**src/rtl/i2s_tx_seq.sv**
```systemverilog
// i2s_tx_seq: master-mode Philips I2S transmit sequencer.
// The block divides pclk down to sclk using a runtime divisor, and drives ws and sd.
// It accepts one stereo pair per frame through a one-deep hold buffer.
// Optional feature macro: UNDERRUN_REPEAT_EN. When it is defined, an underrun frame
// repeats the last transmitted pair instead of sending zeros.
module i2s_tx_seq #(
  parameter int DATA_W = 32,
  parameter int DIV_W  = 6
) (
  input  logic              pclk,
  input  logic              rst_,
  input  logic              en,
  input  logic [DIV_W-1:0]  div_n,
  input  logic              frame32,
  input  logic              tx_valid,
  input  logic [DATA_W-1:0] tx_left,
  input  logic [DATA_W-1:0] tx_right,
  output logic              tx_ready,
  output logic              sclk,
  output logic              ws,
  output logic              sd,
  output logic              busy,
  output logic              underrun
);

  typedef enum logic [1:0] {IDLE, RUN, TAIL} state_t;

  // Clamp the divisor: sclk needs at least one low and one high pclk.
  function automatic logic [DIV_W-1:0] sat_div(input logic [DIV_W-1:0] d);
    return (d < DIV_W'(2)) ? DIV_W'(2) : d;
  endfunction

  // Number of low pclk cycles in one sclk period: ceil(N/2).
  function automatic logic [DIV_W:0] half_period(input logic [DIV_W-1:0] n);
    logic [DIV_W:0] t;
    t = {1'b0, n} + {{DIV_W{1'b0}}, 1'b1};
    return t >> 1;
  endfunction

  // Bits per slot.
  function automatic logic [6:0] slot_bits(input logic wide);
    return wide ? 7'd32 : 7'd16;
  endfunction

  state_t              state, state_nx;
  logic [DIV_W-1:0]    cnt, cnt_nx, cnt_step;
  logic [DIV_W-1:0]    n_lat, n_lat_nx;
  logic                s32, s32_nx;
  logic [5:0]          p, p_nx, last_p;
  logic [6:0]          p_inc, s_val;
  logic                tick, frame_start;
  logic                sclk_nx, ws_nx, sd_nx, und_nx;
  logic                last_bit, last_bit_nx;
  logic                hold_full, hold_full_nx;
  logic [DATA_W-1:0]   hold_l, hold_l_nx, hold_r, hold_r_nx;
  logic [DATA_W-1:0]   sh_l, sh_l_nx, sh_r, sh_r_nx;
`ifdef UNDERRUN_REPEAT_EN
  logic [DATA_W-1:0]   rep_l, rep_l_nx, rep_r, rep_r_nx;
`endif

  assign tx_ready = !hold_full;
  assign busy     = (state != IDLE);

  assign tick     = (cnt == n_lat - 1'b1);
  assign cnt_step = tick ? '0 : cnt + 1'b1;
  assign last_p   = s32 ? 6'd63 : 6'd31;
  assign p_inc    = {1'b0, p} + 7'd1;
  assign s_val    = slot_bits(s32);

  // Next-state logic: divider, frame position, serial outputs, hold/shift handling.
  always_comb begin
    state_nx     = state;
    cnt_nx       = cnt;
    n_lat_nx     = n_lat;
    s32_nx       = s32;
    p_nx         = p;
    sclk_nx      = 1'b0;
    ws_nx        = ws;
    sd_nx        = sd;
    und_nx       = 1'b0;
    last_bit_nx  = last_bit;
    hold_full_nx = hold_full;
    hold_l_nx    = hold_l;
    hold_r_nx    = hold_r;
    sh_l_nx      = sh_l;
    sh_r_nx      = sh_r;
`ifdef UNDERRUN_REPEAT_EN
    rep_l_nx     = rep_l;
    rep_r_nx     = rep_r;
`endif
    frame_start  = 1'b0;

    case (state)
      IDLE: begin
        cnt_nx = '0;
        ws_nx  = 1'b1;
        sd_nx  = 1'b0;
        if (en) begin
          state_nx    = RUN;
          n_lat_nx    = sat_div(div_n);
          s32_nx      = frame32;
          sd_nx       = last_bit;
          frame_start = 1'b1;
        end
      end
      RUN: begin
        cnt_nx  = cnt_step;
        sclk_nx = ({1'b0, cnt_step} >= half_period(n_lat));
        if (tick) begin
          if (p == last_p) begin
            // The final right-slot bit goes out in the next frame's p=0, or in the tail.
            sd_nx       = sh_r[DATA_W-1];
            last_bit_nx = sh_r[DATA_W-1];
            ws_nx       = 1'b0;
            p_nx        = '0;
            if (en) frame_start = 1'b1;
            else    state_nx    = TAIL;
          end else begin
            p_nx  = p + 6'd1;
            ws_nx = (p_inc >= s_val);
            if (p_inc <= s_val) begin
              sd_nx   = sh_l[DATA_W-1];
              sh_l_nx = {sh_l[DATA_W-2:0], 1'b0};
            end else begin
              sd_nx   = sh_r[DATA_W-1];
              sh_r_nx = {sh_r[DATA_W-2:0], 1'b0};
            end
          end
        end
      end
      TAIL: begin
        cnt_nx  = cnt_step;
        sclk_nx = ({1'b0, cnt_step} >= half_period(n_lat));
        if (tick) begin
          state_nx = IDLE;
          ws_nx    = 1'b1;
          sd_nx    = 1'b0;
          sclk_nx  = 1'b0;
        end
      end
      default: state_nx = IDLE;
    endcase

    // A frame start consumes the held pair. A pair arriving on that same edge waits for the next frame.
    if (frame_start && hold_full) begin
      ws_nx        = 1'b0;
      p_nx         = '0;
      sh_l_nx      = hold_l;
      sh_r_nx      = hold_r;
      hold_full_nx = 1'b0;
`ifdef UNDERRUN_REPEAT_EN
      rep_l_nx     = hold_l;
      rep_r_nx     = hold_r;
`endif
    end else begin
      if (frame_start) begin
        ws_nx  = 1'b0;
        p_nx   = '0;
        und_nx = 1'b1;
`ifdef UNDERRUN_REPEAT_EN
        sh_l_nx = rep_l;
        sh_r_nx = rep_r;
`else
        sh_l_nx = '0;
        sh_r_nx = '0;
`endif
      end
      if (!hold_full && tx_valid) begin
        hold_full_nx = 1'b1;
        hold_l_nx    = tx_left;
        hold_r_nx    = tx_right;
      end
    end
  end

  // Control and pin registers.
  always_ff @(posedge pclk or negedge rst_) begin
    if (!rst_) begin
      state     <= IDLE;
      cnt       <= '0;
      n_lat     <= '0;
      s32       <= 1'b0;
      p         <= '0;
      sclk      <= 1'b0;
      ws        <= 1'b1;
      sd        <= 1'b0;
      underrun  <= 1'b0;
      last_bit  <= 1'b0;
      hold_full <= 1'b0;
    end else begin
      state     <= state_nx;
      cnt       <= cnt_nx;
      n_lat     <= n_lat_nx;
      s32       <= s32_nx;
      p         <= p_nx;
      sclk      <= sclk_nx;
      ws        <= ws_nx;
      sd        <= sd_nx;
      underrun  <= und_nx;
      last_bit  <= last_bit_nx;
      hold_full <= hold_full_nx;
    end
  end

  // Sample registers: hold buffer and per-slot shift registers.
  always_ff @(posedge pclk or negedge rst_) begin
    if (!rst_) begin
      hold_l <= '0;
      hold_r <= '0;
      sh_l   <= '0;
      sh_r   <= '0;
    end else begin
      hold_l <= hold_l_nx;
      hold_r <= hold_r_nx;
      sh_l   <= sh_l_nx;
      sh_r   <= sh_r_nx;
    end
  end

`ifdef UNDERRUN_REPEAT_EN
  // Last pair loaded from the hold buffer; it is replayed on underrun.
  always_ff @(posedge pclk or negedge rst_) begin
    if (!rst_) begin
      rep_l <= '0;
      rep_r <= '0;
    end else begin
      rep_l <= rep_l_nx;
      rep_r <= rep_r_nx;
    end
  end
`endif

endmodule
```
**config.mk**
```make
export PLATFORM = sky130hd
export DESIGN_NAME = i2s_tx_seq
export DESIGN_NICKNAME = d
export VERILOG_FILES = /design/src/rtl/i2s_tx_seq.sv
export SDC_FILE = /design/constraint.sdc
export NUM_CORES = 1
export LEC_CHECK = 0
export BUFFER_PORTS_ARGS = -buffer_cell sky130_fd_sc_hd__buf_2
export CAP_MARGIN = 20
export CORE_MARGIN = 2
export CORE_UTILIZATION = 50
export DETAILED_ROUTE_END_ITERATION = 12
export PLACE_DENSITY = 0.68
export SLEW_MARGIN = 20
export SYNTH_ARGS = -nofsm -noshare
export SYNTH_HDL_FRONTEND = slang
export SYNTH_SLANG_ARGS = --single-unit
```
**constraint.sdc**
```tcl
create_clock -name pclk -period 5.65 [get_ports pclk]
set_clock_uncertainty 0.1 [all_clocks]
set_input_delay 1.13 -clock pclk [delete_from_list [all_inputs] [get_ports pclk]]
set_output_delay 1.13 -clock pclk [all_outputs]
set_load 0.05 [all_outputs]
```
==> results.toml <==
[critical_path]
critPathSlowestCell = "dfrtp_1"
critPathKind = "reg -> reg"
max_stage_delay_ns = 0.49
reg2reg_depth = 16
cp_num_buf_inv = 2
end_kind = "register"
required_ns = 5.85
cp_top_family = "compound AO/OA/AOI/OAI gates"
crit_path_frequent_cell = "a21o_1"
worst-path-stages = 16
crit_fanout = 13
startpoint_type = "register"
crit_chain = "inv_1 -> ha_1 -> o21ba_1 -> a221oi_1 -> a41oi_2 -> nor4_1 -> buf_4 -> or2_2 -> ha_1 -> nand2b_1 -> a21o_1 -> a21o_1 -> a21o_1 -> a21o_1 -> a21oi_1 -> nor2_1"
cp_data_arrival_time_ns = 3.94

[place]
post-place-ws_ns = 1.94
io_buffers = 80
routabilityCongestion = 0.831
dp_hpwl_um = 9490

[global_route]
grt-ovfl-total = 0
grt_pass1_vias = 5158
grt_usage_pct = 19.4
antenna_found_initial = 1
grt_max_degree = 117
grt_pass1_wl_um = 24700

[yosys]
synth_most_common_cell = "dfrtp_1"
syn_inst = 678
synth_top_area_share_pct = 52.9
yosys_warnings = 0
synth_area_sq_um = 7290
ys_ff_latch = 155
synth_ff_type = "dfrtp_1"
synth_commonest_cells = "dfrtp_1, nand2_1, mux2_2"
syn_avg_cell_area_sq_um = 10.7
async_reset_ff_share_pct = 100
ys_top_cells_by_area = "dfrtp_1, mux2_2, nand2_1, ha_1, nor2_1"
synthesis.nets = 770
ys_types = 52
yosysSeqAreaShare_pct = 53.2
synth_top_area_cell = "dfrtp_1"
synth_edf_count = 0

[die]
die_h_um = 125
rows = 44
io_pins = 81
die_area_sq_um = 15600
coreArea_sq_um = 14400
die_w_um = 125
initial_utilization_pct = 50.7

[cells_and_area]
finish.utilization_pct = 58.5
drive_above_1_share_pct = 28.1
syn2layout_area_growth_pct = 15.4
n_antenna_cell = 0
layout.nets = 833

[sta]
finalMaxSlewViolations = 0
slew-limit-headroom_pct = 37.6
setup_viol = 0
rsz0062_at_grt = "false"
worst_pin_slew_ns = 0.936
finalSetupTns_ns = 0
fin_crit_ns = 3.74
fmax_mhz = 267
setup_ws_ns = 1.91
period_share_pct = 66.2
hold_viol = 0
finalHoldWorstSlack_ns = 0.387

[outcome]
status = "finished, final reports clean"

[cts]
cts_tree = "done"
ctsResizeCount = 0
clock_path_buffers = 2
ctsHoldBuffers = 0
cts_buffers = 17
clock_latency_ns = 0.41
clkTransAtPathRegs_ns = 0.06
post_cts_buffers = 0
cts_max_level = 4
ctsRootBufferMaster = "clkbuf_16"
numClockSinks = 155

[routing]
via_per_inst = 5.46
met3WireLength_um = 671
routed_wl_um = 14300
drc = 0
first_pass_iters = 4
drt_iter0_drc = 367
drtAntennaViolNets = 0
maxUsedRoutingLayer = "met4"
met1_length_um = 6410
vias = 5119
dr_wl_met2_um = 7050
wl_per_cell_um = 15.2

[power_and_ir_drop]
p_per_area_nw_per_um2 = 559
ir_worst_vdd_mv = 0.288
leakage_uw = 0.00382

[run]
max_cap_violations = 0

[worst_hold_path]
holdPathStages = 2
holdCritPathClass = "reg -> reg"
[tightest hold or removal path, stage by stage (launching register included)]
cell     delay (ns)
dfrtp_1        0.34
nand2_1        0.05
o21ai_1        0.06
[cell usage in the layout, fill, tap and decap left out, drive strengths merged, types with 2 or more instances in the layout]
cell type,count
nor2,54
mux2i,2
clkinvlp,2
clkinv,3
nor4b,2
bufinv,2
ha,17
nor2b,5
nand2b,3
and2,5
nand2,85
a21oi,11
a22oi,31
a21o,8
a22o,5
a31oi,28
nor3,2
nand3,38
inv,16
o21ai,44
o41ai,2
o22ai,6
o21a,2
mux2,68
a221oi,2
buf,89
and3,6
dfrtp,154
nor4,2
xnor2,12
xor2,9
clkbuf,24
[flip-flops by register name, summed over array words and instances, names as in the netlist]
signal / flops
state: 2
sclk: 1
hold_r: 32
p: 6
sd: 1
hold_full: 1
n_lat: 6
s32: 1
sh_l: 32
last_bit: 1
sh_r: 32
ws: 1
underrun: 1
hold_l: 32
cnt: 6
[where the power goes]
part / internal, uW / switching (uW)
logic: 750 / 873
clock network: 698 / 432
registers: 1620 / 334
total: 3070 / 1640
[final cells by class]
class	instances	area, sq um
repair buffers	90	484
inverters	14	52.6
flip-flops and latches	155	3880
clock inverters	9	108
well taps	184	230
multi-input cells	463	3170
fillers	1199	5960
clock buffers	23	488
[worst paths after layout]
kind | startpoint | endpoint | slack (ns)
max | n_lat[0] | sclk | 1.91
min | sh_r[7] | sh_r[7] | 0.39
max reg2reg | n_lat[0] | sclk | 1.91
min reg2reg | sh_r[7] | sh_r[7] | 0.39
max in group asynchronous | rst_ | sh_r[11] | 3.67
min in group asynchronous | rst_ | n_lat[3] | 0.72
[cells by family (layout without fill, tap and decap cells)]
logic type | count (synthesis) | count (layout) | share of synthesized area (%)
AOI/OAI and AO/OA | 147 | 147 | 13.9
xor gates and xnor gates | 21 | 21 | 2.63
adders and majority gates | 17 | 17 | 2.92
buffers and inverters | 60 | 136 | 3.71
DFF | 155 | 155 | 53.2
muxes | 70 | 70 | 10.8
and+or+nand+nor | 208 | 208 | 12.8
[stage by stage]
stage / std cells / cell area, sq um / total power [uW]
floorplan: 678 / 7290 / 3210
global placement: 906 / 7810 / 3490
detailed placement: 906 / 7810 / 3590
CTS: 938 / 8410 / 4750
global route: 938 / 8410 / 5060
finish: 938 / 8410 / 4700
[metal layers]
layer,global-route usage (%),up-vias
met5,0,-
met4,6.61,0
met3,6.01,10
met2,32.0,91
met1,24.5,2511
li1,-,2507
(Power assumes the default switching activity.)
